File: src/rtl/gated_vco_sfx.sv
// Trigger-gated VCO sound-effect voice: slewed level, modulated VCO,
// decaying envelope and diode-halved output high-pass.
`timescale 1ns/1ps
module gated_vco_sfx #(
  parameter int WIDTH              = 16,
  parameter int PHASE_BITS         = 24,
  parameter int TRIG_LEVEL         = 6826,
  parameter int SLEW_STEP          = 21,
  parameter int MOD_HALF_PERIOD    = 24,
  parameter int MOD_AMPLITUDE      = 2000,
  parameter int CV_LP_SHIFT        = 3,
  parameter int BASE_INC           = 65536,
  parameter int CV_GAIN            = 8,
  parameter int ENV_SHIFT          = 9,
  parameter int OUT_HP_SHIFT       = 6,
  parameter int ONE_SHOT           = 0,
  parameter int HOLD_SAMPLES       = 4800,
  parameter int RETRIGGER          = 1,
  parameter int TRIGGER_ACTIVE_LOW = 1
) (
  input  logic                    clk,
  input  logic                    I_RSTn,
  input  logic                    audio_clk_en,
  input  logic                    trigger,
  output logic                    busy,
  output logic signed [WIDTH-1:0] out
);

  localparam int HCW =
    (HOLD_SAMPLES > 1) ? $clog2(HOLD_SAMPLES) : 1;
  localparam int MCW =
    (MOD_HALF_PERIOD > 1) ? $clog2(MOD_HALF_PERIOD) : 1;
  localparam int PB = PHASE_BITS;

  typedef logic signed [WIDTH-1:0] smp_t;
  typedef logic signed [WIDTH+1:0] wide_t;
  typedef logic signed [PB:0]      inc_t;
  typedef enum logic [1:0] {IDLE, ON, HOLD} state_t;

  localparam wide_t SMAX = wide_t'(2**(WIDTH-1) - 1);
  localparam wide_t SMIN = wide_t'(-(2**(WIDTH-1)));
  localparam wide_t SLEW = wide_t'(SLEW_STEP);
  localparam smp_t  LVL_ON = smp_t'(TRIG_LEVEL);
  localparam smp_t  MOD_P  = smp_t'(MOD_AMPLITUDE);
  localparam smp_t  MOD_N  = smp_t'(-MOD_AMPLITUDE);
  localparam inc_t  BASE_S = inc_t'(BASE_INC);
  localparam inc_t  GAIN_S = inc_t'(CV_GAIN);
  localparam inc_t  INC_MIN = inc_t'(1);
  localparam inc_t  INC_MAX = inc_t'(2**(PB-1) - 1);
  localparam logic [HCW-1:0] HOLD_LOAD =
    HCW'(HOLD_SAMPLES - 1);
  localparam logic [MCW-1:0] MOD_LAST =
    MCW'(MOD_HALF_PERIOD - 1);

  function automatic smp_t sat(input wide_t v);
    smp_t r;
    if (v > SMAX)      r = smp_t'(SMAX);
    else if (v < SMIN) r = smp_t'(SMIN);
    else               r = smp_t'(v);
    return r;
  endfunction

  state_t         state_q, state_d;
  logic           trig, trig_q, rise, gate;
  logic [HCW-1:0] hold_q, hold_d;
  logic [MCW-1:0] mcnt_q, mcnt_d;
  logic           msq_q, msq_d;
  logic [PB-1:0]  phase_q, phase_d;
  smp_t lvl_q, lvl_d, cv_q, cv_d, cvlp_q, cvlp_d;
  smp_t lvlp_q, lvlp_d, env_q, env_d;
  smp_t g_q, g_d, glp_q, glp_d, out_q, out_d;
  smp_t tgt, mod, y;
  wide_t lvl_diff;
  inc_t inc_raw, inc_clamped;

  assign trig = trigger ^ (TRIGGER_ACTIVE_LOW != 0);
  assign rise = trig & ~trig_q;
  assign gate = (state_q != IDLE);

  always_comb begin
    state_d = state_q;
    hold_d  = hold_q;
    unique case (state_q)
      IDLE: begin
        if (ONE_SHOT != 0) begin
          if (rise) begin
            state_d = HOLD;
            hold_d  = HOLD_LOAD;
          end
        end else if (trig) begin
          state_d = ON;
        end
      end
      ON:   if (!trig) state_d = IDLE;
      HOLD: begin
        // a reload beats expiry, so HOLD is kept
        if (rise && RETRIGGER != 0) hold_d = HOLD_LOAD;
        else if (hold_q == '0)      state_d = IDLE;
        else                        hold_d = hold_q - 1'b1;
      end
      default: state_d = IDLE;
    endcase
  end

  always_comb begin
    tgt = gate ? LVL_ON : '0;
    lvl_diff = wide_t'(tgt) - wide_t'(lvl_q);
    if (lvl_diff > SLEW)
      lvl_d = smp_t'(wide_t'(lvl_q) + SLEW);
    else if (lvl_diff < -SLEW)
      lvl_d = smp_t'(wide_t'(lvl_q) - SLEW);
    else
      lvl_d = tgt;

    mcnt_d = (mcnt_q == MOD_LAST) ? '0 : mcnt_q + 1'b1;
    msq_d  = msq_q ^ (mcnt_q == MOD_LAST);
    mod    = msq_q ? MOD_P : MOD_N;

    cv_d   = sat(wide_t'(lvl_q) + wide_t'(mod));
    cvlp_d = smp_t'(wide_t'(cvlp_q) +
      ((wide_t'(cv_q) - wide_t'(cvlp_q)) >>> CV_LP_SHIFT));

    inc_raw = BASE_S + inc_t'(cvlp_q) * GAIN_S;
    if (inc_raw < INC_MIN)      inc_clamped = INC_MIN;
    else if (inc_raw > INC_MAX) inc_clamped = INC_MAX;
    else                        inc_clamped = inc_raw;
    phase_d = phase_q + PB'(inc_clamped);

    lvlp_d = smp_t'(wide_t'(lvlp_q) +
      ((wide_t'(lvl_q) - wide_t'(lvlp_q)) >>> ENV_SHIFT));
    env_d  = sat(wide_t'(lvl_q) - wide_t'(lvlp_q));
    g_d    = phase_q[PB-1] ? env_q : '0;

    glp_d = smp_t'(wide_t'(glp_q) +
      ((wide_t'(g_q) - wide_t'(glp_q)) >>> OUT_HP_SHIFT));
    y     = sat(wide_t'(g_q) - wide_t'(glp_q));
    // negative half-wave is halved, like a diode clamp
    out_d = (y > 0) ? y : (y >>> 1);
  end

  always_ff @(posedge clk or negedge I_RSTn) begin
    if (!I_RSTn) begin
      state_q <= IDLE;
      trig_q  <= 1'b0;
      hold_q  <= '0;
      mcnt_q  <= '0;
      msq_q   <= 1'b0;
      phase_q <= '0;
      lvl_q   <= '0;
      cv_q    <= '0;
      cvlp_q  <= '0;
      lvlp_q  <= '0;
      env_q   <= '0;
      g_q     <= '0;
      glp_q   <= '0;
      out_q   <= '0;
    end else if (audio_clk_en) begin
      state_q <= state_d;
      trig_q  <= trig;
      hold_q  <= hold_d;
      mcnt_q  <= mcnt_d;
      msq_q   <= msq_d;
      phase_q <= phase_d;
      lvl_q   <= lvl_d;
      cv_q    <= cv_d;
      cvlp_q  <= cvlp_d;
      lvlp_q  <= lvlp_d;
      env_q   <= env_d;
      g_q     <= g_d;
      glp_q   <= glp_d;
      out_q   <= out_d;
    end
  end

  assign busy = gate;
  assign out  = out_q;

endmodule
File: config.mk
export PLATFORM = sky130hd
export DESIGN_NAME = gated_vco_sfx
export DESIGN_NICKNAME = d
export VERILOG_FILES = /design/src/rtl/gated_vco_sfx.sv
export SDC_FILE = /design/constraint.sdc
export NUM_CORES = 1
export LEC_CHECK = 0
export CAP_MARGIN = 15
export CORE_MARGIN = 2
export CORE_UTILIZATION = 60
export DETAILED_ROUTE_END_ITERATION = 8
export GPL_TIMING_DRIVEN = 0
export PLACE_DENSITY = 0.77
export SLEW_MARGIN = 10
export SYNTH_ARGS = -nofsm -noshare
export SYNTH_HDL_FRONTEND = slang
export SYNTH_SLANG_ARGS = --single-unit
File: constraint.sdc
create_clock -name clk -period 8.95 [get_ports clk]
set_clock_uncertainty 0.1 [all_clocks]
set_input_delay 1.79 -clock clk [delete_from_list [all_inputs] [get_ports clk]]
set_output_delay 1.79 -clock clk [all_outputs]
set_load 0.03 [all_outputs]
---- Word-level counts from Yosys, hierarchy flattened ----
Cells that the tools add are included.
operators by class
  add/sub/neg operators ................... 14
  magnitude comparators ................... 11
  eq/ne operators ......................... 8
  multiplexer cells ....................... 22
  bitwise gates (word level) .............. 4
  reductions and logical operators ........ 5
operators with widths
  operator                                              number
  2-to-1 mux 16 bit                                     10
  > comparator 17 x 16 -> 1 bit, second input constant  3
  < comparator 17 x 16 -> 1 bit, second input constant  3
  subtractor 16 x 16 -> 17 bit                          3
  2-to-1 mux 24 bit                                     2
  2-to-1 mux 13 bit                                     3
  adder 24 bit                                          1
  > comparator 20 x 24 -> 1 bit, second input constant  1
  adder 18 x 19 -> 20 bit, first input constant         1
  < comparator 20 x 2 -> 1 bit, second input constant   1
  adder 16 x 16 -> 17 bit                               1
  > comparator 17 x 6 -> 1 bit, second input constant   1
  < comparator 17 x 6 -> 1 bit, second input constant   1
  subtractor 14 x 16 -> 17 bit                          1
  adder 16 x 11 -> 16 bit                               1
  adder 16 x 14 -> 16 bit                               1
  adder 16 x 6 -> 16 bit, second input constant         1
  adder 16 x 8 -> 16 bit                                1
  > comparator 16 x 1 -> 1 bit, second input constant   1
  subtractor 16 x 6 -> 16 bit, second input constant    1
  2-to-1 mux 15 bit                                     1
  logical NOT 13 bit                                    1
  subtractor 13 x 1 -> 13 bit, second input constant    1
  != test 2 bit, second input constant                  5
  14 further kinds                                      18
word-level totals
  flip-flop bits (word level) ............. 174
  input bits .............................. 4
  output and inout bits ................... 17
  word-level logic and storage cells ...... 78

---- Depth between registers and ports, before layout ----
  depth after elaboration ................. 6
  gate-level depth with buffers ........... 22
  depth with buffers taken out ............ 22

---- Least setup slack after synthesis ----
No wires, ideal clock.
  path type ............................... reg2reg
  start point ............................. register lvl_q[0]
  end point ............................... register lvlp_q[15]
  setup time .............................. 0.123 ns
  arrival ................................. 4.483 ns
  data required time ...................... 8.727 ns
  path slack .............................. 4.244 ns
  stages on the path, launching flop included .. 22
  clock period less this slack ............ 4.706 ns
  cells stage by stage .................... dfrtp_1 -> clkinv_1 -> ha_1 -> inv_1 -> fa_1 -> a21o_1 -> a211oi_1 -> o21bai_1 -> a21o_1 -> a21oi_1 -> xnor2_1 -> ha_1 -> a21o_1 -> a21o_1 -> a2111oi_0 -> o31ai_1 -> o41a_1 -> nand4_1 -> a41oi_1 -> xnor2_1 -> nand2_1 -> xnor2_1
on the way
  cells in the longest elaborated chain, start to end .. 2
ends and longest elaborated chain
  item                          RTL line  RTL
  start: declaration            69        smp_t lvl_q, lvl_d, cv_q, cv_d, cvlp_q, cvlp_d;
  start signal: assignment      164       lvl_q <= lvl_d;
  subtractor 16 x 16 -> 17 bit  130       ((wide_t'(lvl_q) - wide_t'(lvlp_q)) >>> ENV_SHIFT));
  adder 16 x 8 -> 16 bit        129       lvlp_d = smp_t'(wide_t'(lvlp_q) +
  end signal: assignment        167       lvlp_q <= lvlp_d;
  end: declaration              70        smp_t lvlp_q, lvlp_d, env_q, env_d;
Every way passes these cells.
A chain may end at the register's enable or synchronous reset.

---- Worst setup path after layout ----
Ends and elaborated chain as after synthesis.

==> impl_results.md <==
* Gr ovfl total at 0
* Final Cycle Share at 64.9%
* RSZ-0062 raised after global routing: false
* Syn Nets at 1730
* Core area at 21900 µm²
* Hold buffers post-CTS at 0
* Hold Violations, Final at 0
* Inserted Diodes at 0
* Main synth FF type: dfrtp_1
* YS warnings at 0
* Cells after Synth at 1579
* FP Rows at 54
* Gr usage total at 30.5%
* Initial detailed-routing violation count at 997
* Reg-to-Reg Start: lvl_q[0]
* CP required at 9180 ps
* Synth top area share at 29.6%
* I/O pin count at 21
* Top cells by count, synth: dfrtp_1, inv_1, ha_1
* Status: complete, no violations
* Area growth from synthesis to layout at 8.68%
* Leading area contributor after synthesis: dfrtp_1
* Antenna Nets Post-Route at 0
* Layout cell share with drive strength beyond 1 at 6.38%
* Routed len/inst at 18.8 µm
* Synth Register Bits at 159
* Antenna violations before repair at 0
* Synth top area cells: dfrtp_1, ha_1, o21ai_0
* Worst-path fanout max at 10
* Nets at 1769
* H-Tree Depth at 4
* Largest net degree at the start of global routing at 98
* Clock Tree Buf Depth at 2
* CTS-repair resized insts at 0
* Chip Height at 154 µm
* Reg2reg path depth at 22
* Post-DP HPWL at 26500 µm
* Max Cap Violations at 0
* Fin crit period at 5810 ps
* Critical Path Sink: lvlp_q[15]
* EDFF count, synth at 0
* HP Class: flip-flop to flip-flop
* Drt total wl at 36000 µm
* Most frequent cell after synthesis: dfrtp_1
* Setup Slack @ Placement at 3260 ps
* DR vias/cell at 6.36
* Setup TNS at 0 ps
* Register area share after synthesis at 29.6%
* Num CTS Buffers at 17
* Final worst slack at 3140 ps
* DRC viols at 0
* CTS clk-pin slew, worst paths at 70 ps
* Slew margin rel. at 29.6%
* Count of final setup violators at 0
* Critical R2R Capture: lvlp_q[15]
* Async S/R FF share, synth at 100%
* PortBufs at 19
* Min-delay src: lvlp_q[15]
* Vias at 12100
* Vias in the first global route at 11500
* Worst-Skew Late Latency at 440 ps
* Postcts setup bufs at 0
* Mapped Avg Cell Area at 8.50 µm²
* Crit path launch: lvl_q[0]
* Crit path DAT at 6040 ps
* Setup slack, reg-to-reg at 3140 ps
* Worst-Margin Slew at 1060 ps
* Slew Limit Fails at 0
* First-pass GRT wire length at 58500 µm
* Die ar. at 23600 µm²
* Crit start category: flip-flop
* FMAX at 0.172 GHz
* Root buffer cell: clkbuf_16
* Post-Syn Area at 13400 µm²
* Synth cell types at 92
* Gpl congestion at 0.907
* Clock sinks at 159
* Critical Path End Type: flip-flop
* CTS tree: yes
* First-pass iteration count of the detailed router at 7
* Die X-Extent at 154 µm
* Initial Utilization at 61.3%
* Kind of critical path: flip-flop to flip-flop
==> worst max-delay path, stage by stage, from the launching register on <==
cell	delay, ps
dfrtp_1	550
clkinv_1	390
ha_1	330
inv_1	70
fa_1	200
a21o_1	150
a211oi_1	80
o21bai_1	300
o311ai_0	230
o221ai_1	320
o21ai_0	150
a21oi_2	510
inv_1	330
ha_1	410
and2_1	190
o21ai_0	140
o31ai_1	130
o41a_1	400
nand4_1	110
a41oi_1	140
xnor2_1	190
nand2_1	90
xnor2_1	180
==> sequential cells by signal, summed over array words and instances, names as in the netlist, 5 cells and up <==
register / count
phase_q: 24
g_q: 16
glp_q: 16
lvlp_q: 16
lvl_q: 16
cvlp_q: 16
cv_q: 16
env_q: 16
out: 16
mcnt_q: 5
==> worst min path at each step <==
stage	to	slack [ps]	cells after the start
after floorplan	lvlp_q[15]	350	1
after global placement	lvlp_q[15]	360	1
after detailed placement	lvlp_q[15]	370	1
after CTS	lvlp_q[15]	380	1
after global routing	lvlp_q[15]	390	1
final	lvlp_q[15]	380	1
==> final cells by class <==
class	instances	area, µm²
sequential	159	3980
multi-input combinational	1223	8680
tap	280	350
timing repair buffer	20	223
fill	1854	7300
clock inverter	13	139
buffer	52	220
clock buffer	19	453
inverter	145	547
==> cells in the final DEF (no fill, tap or decap), drive strengths merged, types with 7 or more instances in the layout <==
| cell type | instances |
|---|---|
| nand2 | 99 |
| nand2b | 22 |
| clkbuf | 59 |
| and3 | 12 |
| nor3 | 46 |
| o21ai | 137 |
| nor2b | 20 |
| o221ai | 26 |
| a21boi | 7 |
| ha | 140 |
| or2 | 8 |
| a211oi | 24 |
| o22ai | 13 |
| xnor2 | 72 |
| and2 | 7 |
| a31oi | 23 |
| dfrtp | 159 |
| o311ai | 7 |
| nor2 | 127 |
| o21bai | 12 |
| mux2i | 9 |
| nand3 | 53 |
| clkdlybuf4s50 | 18 |
| inv | 152 |
| a21oi | 104 |
| buf | 14 |
| a21o | 34 |
| o31ai | 13 |
| mux2 | 25 |
| nand4 | 15 |
| o21a | 22 |
| fa | 7 |
| xor2 | 33 |
| o211ai | 9 |
| or3 | 10 |
==> cell families after synthesis <==
group,share of synthesized area [%]
compound gates,24.4
simple gates,16.1
fa+ha+maj,14.4
buf+inv,5.71
flops,29.6
mux,2.94
xor+xnor,6.85
==> per-layer routing <==
metal	vias up	track usage [%]	share of wire, %
li1	5805	-	-
met3	85	4.23	6.3
met1	5846	40.7	44
met5	-	0	0
met2	412	50.8	47
met4	0	11.4	3.1
==> metrics by stage <==
stage	hold WS, ps	instance area (µm²)	cells	utilization (%)
after floorplan	345	13400	1579	-
after global placement	363	14000	1878	63.8
after detailed placement	367	14000	1879	64.0
after CTS	381	14600	1911	66.7
after global routing	389	14600	1911	66.7
final	378	14600	1911	66.7
Power is left out: the tool's default activity adds up to more than one toggle a clock period on the data nets, which glitch-free logic cannot reach.
